===== src/rtl/cp0_pkg.sv =====
// Shared CP0 definitions: register numbers, exception-type codes, ExcCode
// mapping, Status/Cause bit positions and reset values.
package cp0_pkg;

    typedef enum logic [4:0] {
        REG_BADVADDR = 5'd8,
        REG_COUNT    = 5'd9,
        REG_COMPARE  = 5'd11,
        REG_STATUS   = 5'd12,
        REG_CAUSE    = 5'd13,
        REG_EPC      = 5'd14,
        REG_PRID     = 5'd15,
        REG_CONFIG   = 5'd16
    } cp0_reg_e;

    // Exception-type codes as produced by the exception decoder
    localparam logic [31:0] EXC_INT  = 32'h0000_0001;
    localparam logic [31:0] EXC_ADEL = 32'h0000_0004;
    localparam logic [31:0] EXC_ADES = 32'h0000_0005;
    localparam logic [31:0] EXC_SYS  = 32'h0000_0008;
    localparam logic [31:0] EXC_BP   = 32'h0000_0009;
    localparam logic [31:0] EXC_RI   = 32'h0000_000a;
    localparam logic [31:0] EXC_OV   = 32'h0000_000c;
    localparam logic [31:0] EXC_TRAP = 32'h0000_000d;
    localparam logic [31:0] EXC_ERET = 32'h0000_000e;

    typedef enum logic [4:0] {
        EXCCODE_INT  = 5'h00,
        EXCCODE_ADEL = 5'h04,
        EXCCODE_ADES = 5'h05,
        EXCCODE_SYS  = 5'h08,
        EXCCODE_BP   = 5'h09,
        EXCCODE_RI   = 5'h0a,
        EXCCODE_OV   = 5'h0c,
        EXCCODE_TRAP = 5'h0d
    } exccode_e;

    localparam int unsigned STATUS_IE     = 0;
    localparam int unsigned STATUS_EXL    = 1;
    localparam int unsigned CAUSE_EXC_LO  = 2;
    localparam int unsigned CAUSE_EXC_HI  = 6;
    localparam int unsigned CAUSE_IPSW_LO = 8;
    localparam int unsigned CAUSE_IPSW_HI = 9;
    localparam int unsigned CAUSE_IPHW_LO = 10;
    localparam int unsigned CAUSE_IPHW_HI = 15;
    localparam int unsigned CAUSE_BD      = 31;

    // IM[15:8], EXL, IE
    localparam logic [31:0] STATUS_WMASK = 32'h0000_ff03;

    localparam logic [31:0] STATUS_RST = 32'h0040_0000;
    localparam logic [31:0] CONFIG_VAL = 32'h0000_8000;

    function automatic logic is_exception(input logic [31:0] et);
        case (et)
            EXC_INT, EXC_ADEL, EXC_ADES, EXC_SYS,
            EXC_BP, EXC_RI, EXC_OV, EXC_TRAP: is_exception = 1'b1;
            default:                          is_exception = 1'b0;
        endcase
    endfunction

    function automatic exccode_e exccode_of(input logic [31:0] et);
        case (et)
            EXC_ADEL: exccode_of = EXCCODE_ADEL;
            EXC_ADES: exccode_of = EXCCODE_ADES;
            EXC_SYS:  exccode_of = EXCCODE_SYS;
            EXC_BP:   exccode_of = EXCCODE_BP;
            EXC_RI:   exccode_of = EXCCODE_RI;
            EXC_OV:   exccode_of = EXCCODE_OV;
            EXC_TRAP: exccode_of = EXCCODE_TRAP;
            default:  exccode_of = EXCCODE_INT;
        endcase
    endfunction

endpackage


===== src/rtl/cp0_timer.sv =====
// CP0 Count/Compare timer: Count advances every second cycle, timer_int_o
// latches on a nonzero Count==Compare match until Compare is rewritten.
module cp0_timer (
    input  logic        clk,
    input  logic        rst,
    input  logic        count_we,
    input  logic        compare_we,
    input  logic [31:0] data_i,
    output logic [31:0] count_o,
    output logic [31:0] compare_o,
    output logic        timer_int_o
);

    logic toggle;

    always_ff @(posedge clk) begin
        if (rst) begin
            count_o     <= '0;
            compare_o   <= '0;
            toggle      <= 1'b0;
            timer_int_o <= 1'b0;
        end else begin
            if (count_we) begin
                count_o <= data_i;
                toggle  <= 1'b0;
            end else begin
                toggle <= ~toggle;
                if (toggle) count_o <= count_o + 32'd1;
            end

            // A Compare write clears the pending interrupt and beats a same-cycle match
            if (compare_we) begin
                compare_o   <= data_i;
                timer_int_o <= 1'b0;
            end else if (count_o == compare_o && compare_o != '0) begin
                timer_int_o <= 1'b1;
            end
        end
    end

endmodule


===== src/rtl/cp0_regfile.sv =====
// Coprocessor-0 register file: Status/Cause/EPC/BadVAddr, MTC0/MFC0 access.
// Count/Compare timer is present only when CP0_TIMER_EN is defined.
module cp0_regfile
    import cp0_pkg::*;
#(
    parameter logic [31:0] PRID_VAL = 32'h004c_0102
) (
    input  logic        clk,
    input  logic        rst,
    input  logic        we_i,
    input  logic [4:0]  waddr_i,
    input  logic [4:0]  raddr_i,
    input  logic [31:0] data_i,
    input  logic [5:0]  int_i,
    input  logic [31:0] excepttype_i,
    input  logic [31:0] pc_i,
    input  logic        in_delayslot_i,
    input  logic [31:0] bad_addr_i,
    output logic [31:0] data_o,
    output logic [31:0] status_o,
    output logic [31:0] cause_o,
    output logic [31:0] epc_o,
    output logic [31:0] badvaddr_o,
    output logic [31:0] count_o,
    output logic [31:0] compare_o,
    output logic        timer_int_o
);

    logic exc_take;
    logic eret;
    logic mtc0;
    logic ip7;

    assign exc_take = is_exception(excepttype_i);
    assign eret     = (excepttype_i == EXC_ERET);
    assign mtc0     = we_i && !exc_take && !eret;

`ifdef CP0_TIMER_EN
    cp0_timer u_timer (
        .clk         (clk),
        .rst         (rst),
        .count_we    (mtc0 && waddr_i == REG_COUNT),
        .compare_we  (mtc0 && waddr_i == REG_COMPARE),
        .data_i      (data_i),
        .count_o     (count_o),
        .compare_o   (compare_o),
        .timer_int_o (timer_int_o)
    );
    assign ip7 = int_i[5] | timer_int_o;
`else
    assign count_o     = '0;
    assign compare_o   = '0;
    assign timer_int_o = 1'b0;
    assign ip7         = int_i[5];
`endif

    always_ff @(posedge clk) begin
        if (rst) begin
            status_o   <= STATUS_RST;
            cause_o    <= '0;
            epc_o      <= '0;
            badvaddr_o <= '0;
        end else begin
            // Hardware IP bits follow the lines every cycle, independent of MTC0
            cause_o[CAUSE_IPHW_HI:CAUSE_IPHW_LO] <= {ip7, int_i[4:0]};

            if (exc_take) begin
                if (!status_o[STATUS_EXL]) begin
                    epc_o             <= in_delayslot_i ? pc_i - 32'd4 : pc_i;
                    cause_o[CAUSE_BD] <= in_delayslot_i;
                end
                status_o[STATUS_EXL]              <= 1'b1;
                cause_o[CAUSE_EXC_HI:CAUSE_EXC_LO] <= exccode_of(excepttype_i);
                if (excepttype_i == EXC_ADEL || excepttype_i == EXC_ADES)
                    badvaddr_o <= bad_addr_i;
            end else if (eret) begin
                status_o[STATUS_EXL] <= 1'b0;
            end else if (mtc0) begin
                case (waddr_i)
                    REG_STATUS: status_o <= (status_o & ~STATUS_WMASK) | (data_i & STATUS_WMASK);
                    REG_CAUSE:  cause_o[CAUSE_IPSW_HI:CAUSE_IPSW_LO] <= data_i[CAUSE_IPSW_HI:CAUSE_IPSW_LO];
                    REG_EPC:    epc_o <= data_i;
                    default:    ;
                endcase
            end
        end
    end

    always_comb begin
        data_o = '0;
        case (raddr_i)
            REG_BADVADDR: data_o = badvaddr_o;
            REG_COUNT:    data_o = count_o;
            REG_COMPARE:  data_o = compare_o;
            REG_STATUS:   data_o = status_o;
            REG_CAUSE:    data_o = cause_o;
            REG_EPC:      data_o = epc_o;
            REG_PRID:     data_o = PRID_VAL;
            REG_CONFIG:   data_o = CONFIG_VAL;
            default:      data_o = '0;
        endcase
    end

endmodule


===== config.mk =====
export PLATFORM = sky130hd
export DESIGN_NAME = cp0_regfile
export DESIGN_NICKNAME = d
export VERILOG_FILES = /design/src/rtl/cp0_pkg.sv /design/src/rtl/cp0_timer.sv /design/src/rtl/cp0_regfile.sv
export SDC_FILE = /design/constraint.sdc
export NUM_CORES = 1
export LEC_CHECK = 0
export CORE_MARGIN = 8
export CORE_UTILIZATION = 33
export CTS_CLUSTER_DIAMETER = 120
export CTS_CLUSTER_SIZE = 20
export DETAILED_ROUTE_END_ITERATION = 10
export HOLD_SLACK_MARGIN = 0.06
export PLACE_DENSITY = 0.75
export SLEW_MARGIN = 10
export SYNTH_ARGS = -nofsm -noshare
export SYNTH_HDL_FRONTEND = slang
export SYNTH_SLANG_ARGS = --single-unit

===== constraint.sdc =====
create_clock -name clk -period 2.4 [get_ports clk]
set_clock_uncertainty 0.05 [all_clocks]
set_input_delay 0.24 -clock clk [delete_from_list [all_inputs] [get_ports clk]]
set_output_delay 0.24 -clock clk [all_outputs]
set_load 0.05 [all_outputs]

==> results of run 1 <==
==> worst min-delay path by stage <==
stage,slack (ns),to,from,cells past startpoint
final,0.24,epc_o[21],rst,2
after global routing,0.25,epc_o[21],rst,2
after CTS,0.22,epc_o[21],rst,2
after detailed placement,0.41,badvaddr_o[8],badvaddr_o[8],2
after global placement,0.41,badvaddr_o[15],badvaddr_o[15],2
after floorplan,0.32,cause_o[10],int_i[0],1
==> through the flow <==
| step | setup slack, ns | util [%] | power [W] |
|---|---|---|---|
| 6_report | 0.0757 | 57.5 | 0.00371 |
| 5_1_grt | -0.0233 | 57.5 | 0.00385 |
| 4_1_cts | 0.00578 | 56.9 | 0.00373 |
| 3_5_place_dp | -0.352 | 55.1 | 0.00241 |
| 3_3_place_gp | -0.372 | 55.1 | 0.00240 |
| 2_1_floorplan | 0.0468 | - | 0.00215 |
==> routing by layer <==
metal | part of all wire [%] | routed length [microns]
met1 | 41 | 9630
met2 | 49 | 11400
met3 | 7.9 | 1850
met4 | 1.8 | 422
met5 | 0 | 0
==> kinds of logic (layout without fill, tap and decap cells) <==
kind of cell,after synthesis,after routing
compound gates,141,141
xor+xnor,25,25
mux,26,26
simple gates,267,267
flops,87,87
other cells,2,107
buf+inv,153,365
fa+ha+maj,1,1
==> cells in the mapped netlist (3+ instances only) <==
cell	instances
nand3_1	6
a222oi_1	6
o21ai_0	19
inv_1	5
nor2b_1	7
nand3b_1	10
a211oi_1	4
nor2_1	47
a22oi_1	7
or4_1	6
xor2_1	13
a211o_1	5
buf_2	10
nand2_1	141
clkbuf_1	30
a21oi_1	59
mux2i_1	24
nor3_1	8
xnor2_1	12
nand4_1	5
o211ai_1	16
buf_4	106
nor4_1	17
or3_1	3
dfxtp_1	87
a22o_1	14
==> cell usage in the layout (no fill, tap or decap), types with 3 or more instances in the layout <==
master / n
clkdlybuf4s50_1: 233
nand2_1: 141
conb_1: 106
dfxtp_1: 87
buf_4: 68
a21oi_1: 58
nor2_1: 45
buf_12: 41
mux2i_1: 24
o21ai_0: 17
o211ai_1: 16
a22o_1: 14
xor2_1: 13
xnor2_1: 12
nor4_1: 10
nand3b_1: 10
clkbuf_16: 10
nor3_1: 8
nor4_2: 7
a22oi_1: 7
nor2b_1: 6
a222oi_1: 6
inv_1: 5
or4_1: 5
nand4_1: 5
a211o_1: 5
nand3_1: 5
a211oi_1: 4
or3_1: 3
==> power by group through the flow <==
stage                     Combinational, W  Sequential (W)  Clock, W
after floorplan                   0.000617         0.00153         0
after CTS                         0.000912         0.00146   0.00135
after global placement            0.000905         0.00150         0
after global routing              0.000976         0.00147   0.00141
after detailed placement          0.000910         0.00150         0
final                             0.000931         0.00147   0.00131
==> sequential cells by signal, summed over array words and instances, names as in the netlist <==
name        flops
badvaddr_o     32
epc_o          32
status_o       10
cause_o        13
==> cell type report <==
cell class | count | area (sq um) | area share (%)
repair buffers | 344 | 3690 | 40.3
clock buffers | 11 | 243 | 2.65
clock inverters | 5 | 33.8 | 0.369
diodes | 1 | 2.50 | 0.0273
flip-flops and latches | 87 | 1740 | 19.0
multi-input cells | 566 | 3160 | 34.5
inverters | 5 | 18.8 | 0.205
well taps | 216 | 270 | 2.95
==> repair_timing <==
action,4_1_cts,5_1_grt
pin swaps,0,4
hold buffers,0,0
gates cloned,0,1
endpoints found under the setup margin,2,67
gates resized for setup,2,12
==> flow_metrics.env, run 1 <==
export IMPL_fin_cells=1235
export IMPL_pwr_share_seq_pct=39.5
export IMPL_overflow=0
export IMPL_worstPathMaxFanout=2
export IMPL_top_usage_layer="met2"
export IMPL_total_switching_power_w=0.00119
export IMPL_use_met1_pct=25.9
export IMPL_clock_sinks=87
export IMPL_grt_use_total_pct=20.9
export IMPL_place_area_sq_um=8790
export IMPL_dp_cells=1217
export IMPL_rows=46
export IMPL_status="completed"
export IMPL_synth_cell_type_count=52
export IMPL_clkTransAtPathRegs_ns=0.07
export IMPL_drc=0
export IMPL_clkLatencyLatePin_ns=0.32
export IMPL_synth_top_family_by_area="simple AND/OR/NAND/NOR gates"
export IMPL_nets=1162
export IMPL_ys_seq_area_share_pct=32.2
export IMPL_finalHoldViolations=0
export IMPL_place_congestion=0.883
export IMPL_maxSlewViolCount=0
export IMPL_crit_type="input pin to flip-flop"
export IMPL_first_iter_violations=323
export IMPL_rsz0062_at_grt="true"
export IMPL_required_ns=2.60
export IMPL_grt_start_max_net_pins=61
export IMPL_ir_drop_uv=268
export IMPL_synth_area_per_cell_sq_um=7.70
export IMPL_min_path_type="input pin to flip-flop"
export IMPL_worstPathCellList="clkdlybuf4s50_1 -> or4_4 -> or2_2 -> or4_1 -> xor2_1 -> a211o_1 -> a21oi_2"
export IMPL_synth_seq_cells=87
export IMPL_worstSetupStartpointType="input pin"
export IMPL_worst_path_dominant_cell_family="simple AND/OR/NAND/NOR gates"
export IMPL_finalCriticalPeriod_ns=2.32
export IMPL_vias=5851
export IMPL_setup_tns_ns=0
export IMPL_antenna_found_initial=1
export IMPL_swShare_pct=32.1
export IMPL_post_cts_buffers=0
export IMPL_cts_buffer_depth=2
export IMPL_synth_cells=702
export IMPL_rr_worst_depth=5
export IMPL_rrSetupSlack_ns=0.98
export IMPL_coreArea_sq_um=15900
export IMPL_postLayoutCellArea_sq_um=9170
export IMPL_r2r_start="status_o[1]"
export IMPL_fp_dieH_microns=144
export IMPL_die_w_microns=144
export IMPL_synthAdderAreaFrac_pct=0.231
export IMPL_h_tree_depth=3
export IMPL_tightest_slew_ns=0.576
export IMPL_arrival_ns=2.53
export IMPL_wl_per_cell_microns=18.9
export IMPL_area_growth_pct=69.6
export IMPL_synth_edff_count=0
export IMPL_p_leak_nw=3.50
export IMPL_crit_path_end_kind="flip-flop"
export IMPL_synth_xor_area_share_pct=4.05
export IMPL_io_pins=373
export IMPL_synth_top_area_cell="dfxtp_1"
export IMPL_max_cap_viol_count=0
export IMPL_crit_path_end="epc_o[18]"
export IMPL_yosys_area_share_simple_pct=23.3
export IMPL_p_int_w=0.00252
export IMPL_wl_mm=23.3
export IMPL_final_setup_viol_count=0
export IMPL_slowest_delay_ns=0.54
export IMPL_cts_buffers=9
export IMPL_first_pass_iters=5
export IMPL_grt_util_met2_pct=35.6
export IMPL_r2r_end="epc_o[18]"
export IMPL_numPortBuffers=266
export IMPL_cp_startpoint="pc_i[8]"
export IMPL_synth_compound_area_share_pct=16.8
export IMPL_crit_buf_inv=1
export IMPL_use_met3_pct=4.06
export IMPL_crit_cells=7
export IMPL_power_density_nw_per_um2=404
export IMPL_via_per_inst=4.74
export IMPL_die_area_sq_um=20700
export IMPL_fill_cells=1481
export IMPL_syn_cell_area_sq_um=5410
export IMPL_synth_warnings=0
export IMPL_synth_mux_area_share_pct=4.86
export IMPL_ys_async_sr_fraction_pct=0
export IMPL_drive_gt1_share_pct=14.8
export IMPL_clockRootBuffer="clkbuf_16"
export IMPL_synthFlopType="dfxtp_1"
export IMPL_grt_pass1_vias=5756
export IMPL_combPwrFrac_pct=25.1
export IMPL_synth_area_leaders="dfxtp_1 32%, buf_4 15%, nand2_1 9.8%"
export IMPL_slew_headroom_pct=61.5
export IMPL_yosysTopAreaCellShare_pct=32.2
export IMPL_ant_nets=0
export IMPL_crit_slowest_cell="or4_4"
export IMPL_max_freq_mhz=430
export IMPL_hpwl_mm=19.5
export IMPL_grt_pass1_wl_mm=33.3
export IMPL_cts_tree="done"
export IMPL_fin_crit_sh_pct=96.8
export IMPL_hold_ws_ns=0.236
export IMPL_start_util_pct=33.9
export IMPL_pwr_share_clk_pct=35.4
Note: power is estimated with default switching activity, not from simulation.
==> inputs of run 2 (changes only) <==
- CORE_AREA: unset -> 3 3 144 146
- CORE_MARGIN: 8 -> unset
- CORE_UTILIZATION: 33 -> unset
- DIE_AREA: unset -> 0 0 147 149
- PLACE_DENSITY: 0.75 -> 0.64
- TNS_END_PERCENT: unset -> 30
==> flow_metrics.env, run 2 (synthesis gave the netlist of run 1 again) <==
export IMPL_status="completed"
export IMPL_rsz0062_at_grt="true"
export IMPL_cts_hold_buf=0
export IMPL_fin_cells=1283
export IMPL_clockRootBuffer="clkbuf_16"
export IMPL_io_pins=373
export IMPL_antenna_cells=0
export IMPL_overflow=0
export IMPL_fill_cells=1891
export IMPL_maxSlewViolCount=0
export IMPL_top_regs="badvaddr_o x32, epc_o x32, cause_o x13"
export IMPL_die_area_sq_um=21900
export IMPL_antenna_found_initial=0
export IMPL_die_w_microns=147
export IMPL_postLayoutCellArea_sq_um=9290
export IMPL_grt_use_total_pct=18.5
export IMPL_clock_sinks=87
export IMPL_ir_drop_uv=202
export IMPL_required_ns=2.62
export IMPL_place_area_sq_um=8890
export IMPL_grt_start_max_net_pins=51
export IMPL_finalHoldViolations=0
export IMPL_crit_slowest_cell="or4_1"
export IMPL_start_util_pct=27.7
export IMPL_p_leak_nw=3.55
export IMPL_cts_buffer_depth=2
export IMPL_arrival_ns=2.58
export IMPL_min_path_type="input pin to flip-flop"
export IMPL_numPortBuffers=266
export IMPL_worstPathCellList="clkdlybuf4s50_1 -> nor4_1 -> nand3_1 -> or4_1 -> o22a_1 -> buf_12 -> a211o_1 -> a21oi_1"
export IMPL_grt_pass1_wl_mm=31.4
export IMPL_setup_tns_ns=0
export IMPL_slowest_delay_ns=0.59
export IMPL_rrSetupSlack_ns=1.04
export IMPL_worstSetupStartpointType="input pin"
export IMPL_finalCriticalPeriod_ns=2.36
export IMPL_hpwl_mm=17.9
export IMPL_ant_nets=0
export IMPL_area_growth_pct=71.9
export IMPL_h_tree_depth=3
export IMPL_clkTransAtPathRegs_ns=0.06
export IMPL_via_per_inst=4.55
export IMPL_max_freq_mhz=423
export IMPL_first_iter_violations=258
export IMPL_vias=5843
export IMPL_grt_pass1_vias=5351
export IMPL_slew_headroom_pct=61.3
export IMPL_crit_buf_inv=2
export IMPL_crit_type="input pin to flip-flop"
export IMPL_final_common_cell="clkdlybuf4s50_1"
export IMPL_fin_crit_sh_pct=98.4
export IMPL_crit_path_end_kind="flip-flop"
export IMPL_cts_tree="done"
export IMPL_place_congestion=0.887
export IMPL_nets=1163
export IMPL_power_density_nw_per_um2=424
export IMPL_coreArea_sq_um=19500
export IMPL_dp_cells=1267
export IMPL_tightest_slew_ns=0.579
export IMPL_drc=0
export IMPL_final_cell_mix="233 x clkdlybuf4s50_1, 141 x nand2_1, 106 x conb_1"
export IMPL_wl_per_cell_microns=17.3
export IMPL_final_setup_viol_count=0
export IMPL_fp_dieH_microns=149
export IMPL_wl_mm=22.2
export IMPL_first_pass_iters=5
export IMPL_rows=51
export IMPL_worstPathMaxFanout=16
export IMPL_cts_buffers=9
export IMPL_drive_gt1_share_pct=14.4
export IMPL_worst_path_dominant_cell_family="simple AND/OR/NAND/NOR gates"
export IMPL_clkLatencyLatePin_ns=0.33
export IMPL_max_cap_viol_count=0
run 2: cell count changes in the layout (fill, tap and decap cells not counted), sizes merged:
| cell | delta |
|---|---|
| inv | +1 |
| clkinvlp | -1 |
| clkinv | -2 |
| buf | +1 |
| diode | -1 |
| bufinv | +2 |
| clkbuf | -1 |
run 2: final cells by class:
type	instances	area [sq um]	area share [%]
clock buffer	10	239	2.57
clock inverter	5	81.3	0.876
inverter	5	18.8	0.202
multi-input combinational	566	3150	33.9
sequential	87	1740	18.7
tap	265	332	3.57
timing repair buffer	345	3730	40.1
run 2: power by group:
| part | switching (W) | internal [W] |
|---|---|---|
| sequential | 0.00000979 | 0.00145 |
| clock | 0.000604 | 0.000937 |
| combinational | 0.000593 | 0.000335 |
run 2: worst paths after layout:
path | from | to | cells past startpoint
worst max-delay path | excepttype_i[27] | epc_o[19] | 8
worst min register to register | badvaddr_o[8] | badvaddr_o[8] | 2
worst max register to register | status_o[1] | epc_o[19] | 4
worst min-delay path | rst | status_o[0] | 2
run 2: worst reg2reg max path: cells and delay by family, from the launching register on:
family	cells	cell delay (ns)
AO/OA/AOI/OAI	3	0.69
buffers and inverters	1	0.16
flip-flops	1	0.40
run 2: what timing repair did:
action | CTS | global route
pin swaps | 0 | 2
cloned | 0 | 1
resized for setup | 1 | 11
setup buffers | 0 | 0
setup endpoints to repair | 1 | 70
run 2: per-stage QoR:
step	hold slack [ns]	setup WS [ns]	util [%]	power [W]
2_1_floorplan	0.318	0.0468	-	0.00215
3_3_place_gp	0.403	-0.344	45.5	0.00241
3_5_place_dp	0.410	-0.355	45.5	0.00242
4_1_cts	0.264	0.00979	47.1	0.00398
5_1_grt	0.295	-0.0424	47.6	0.00407
6_report	0.287	0.0374	47.6	0.00393
run 2: routing by layer:
metal / wire, microns / GRT usage, %
met1: 9840 / 24.7
met2: 10700 / 31.2
met3: 1350 / 3.59
met4: 260 / 3.73
met5: 0 / 0
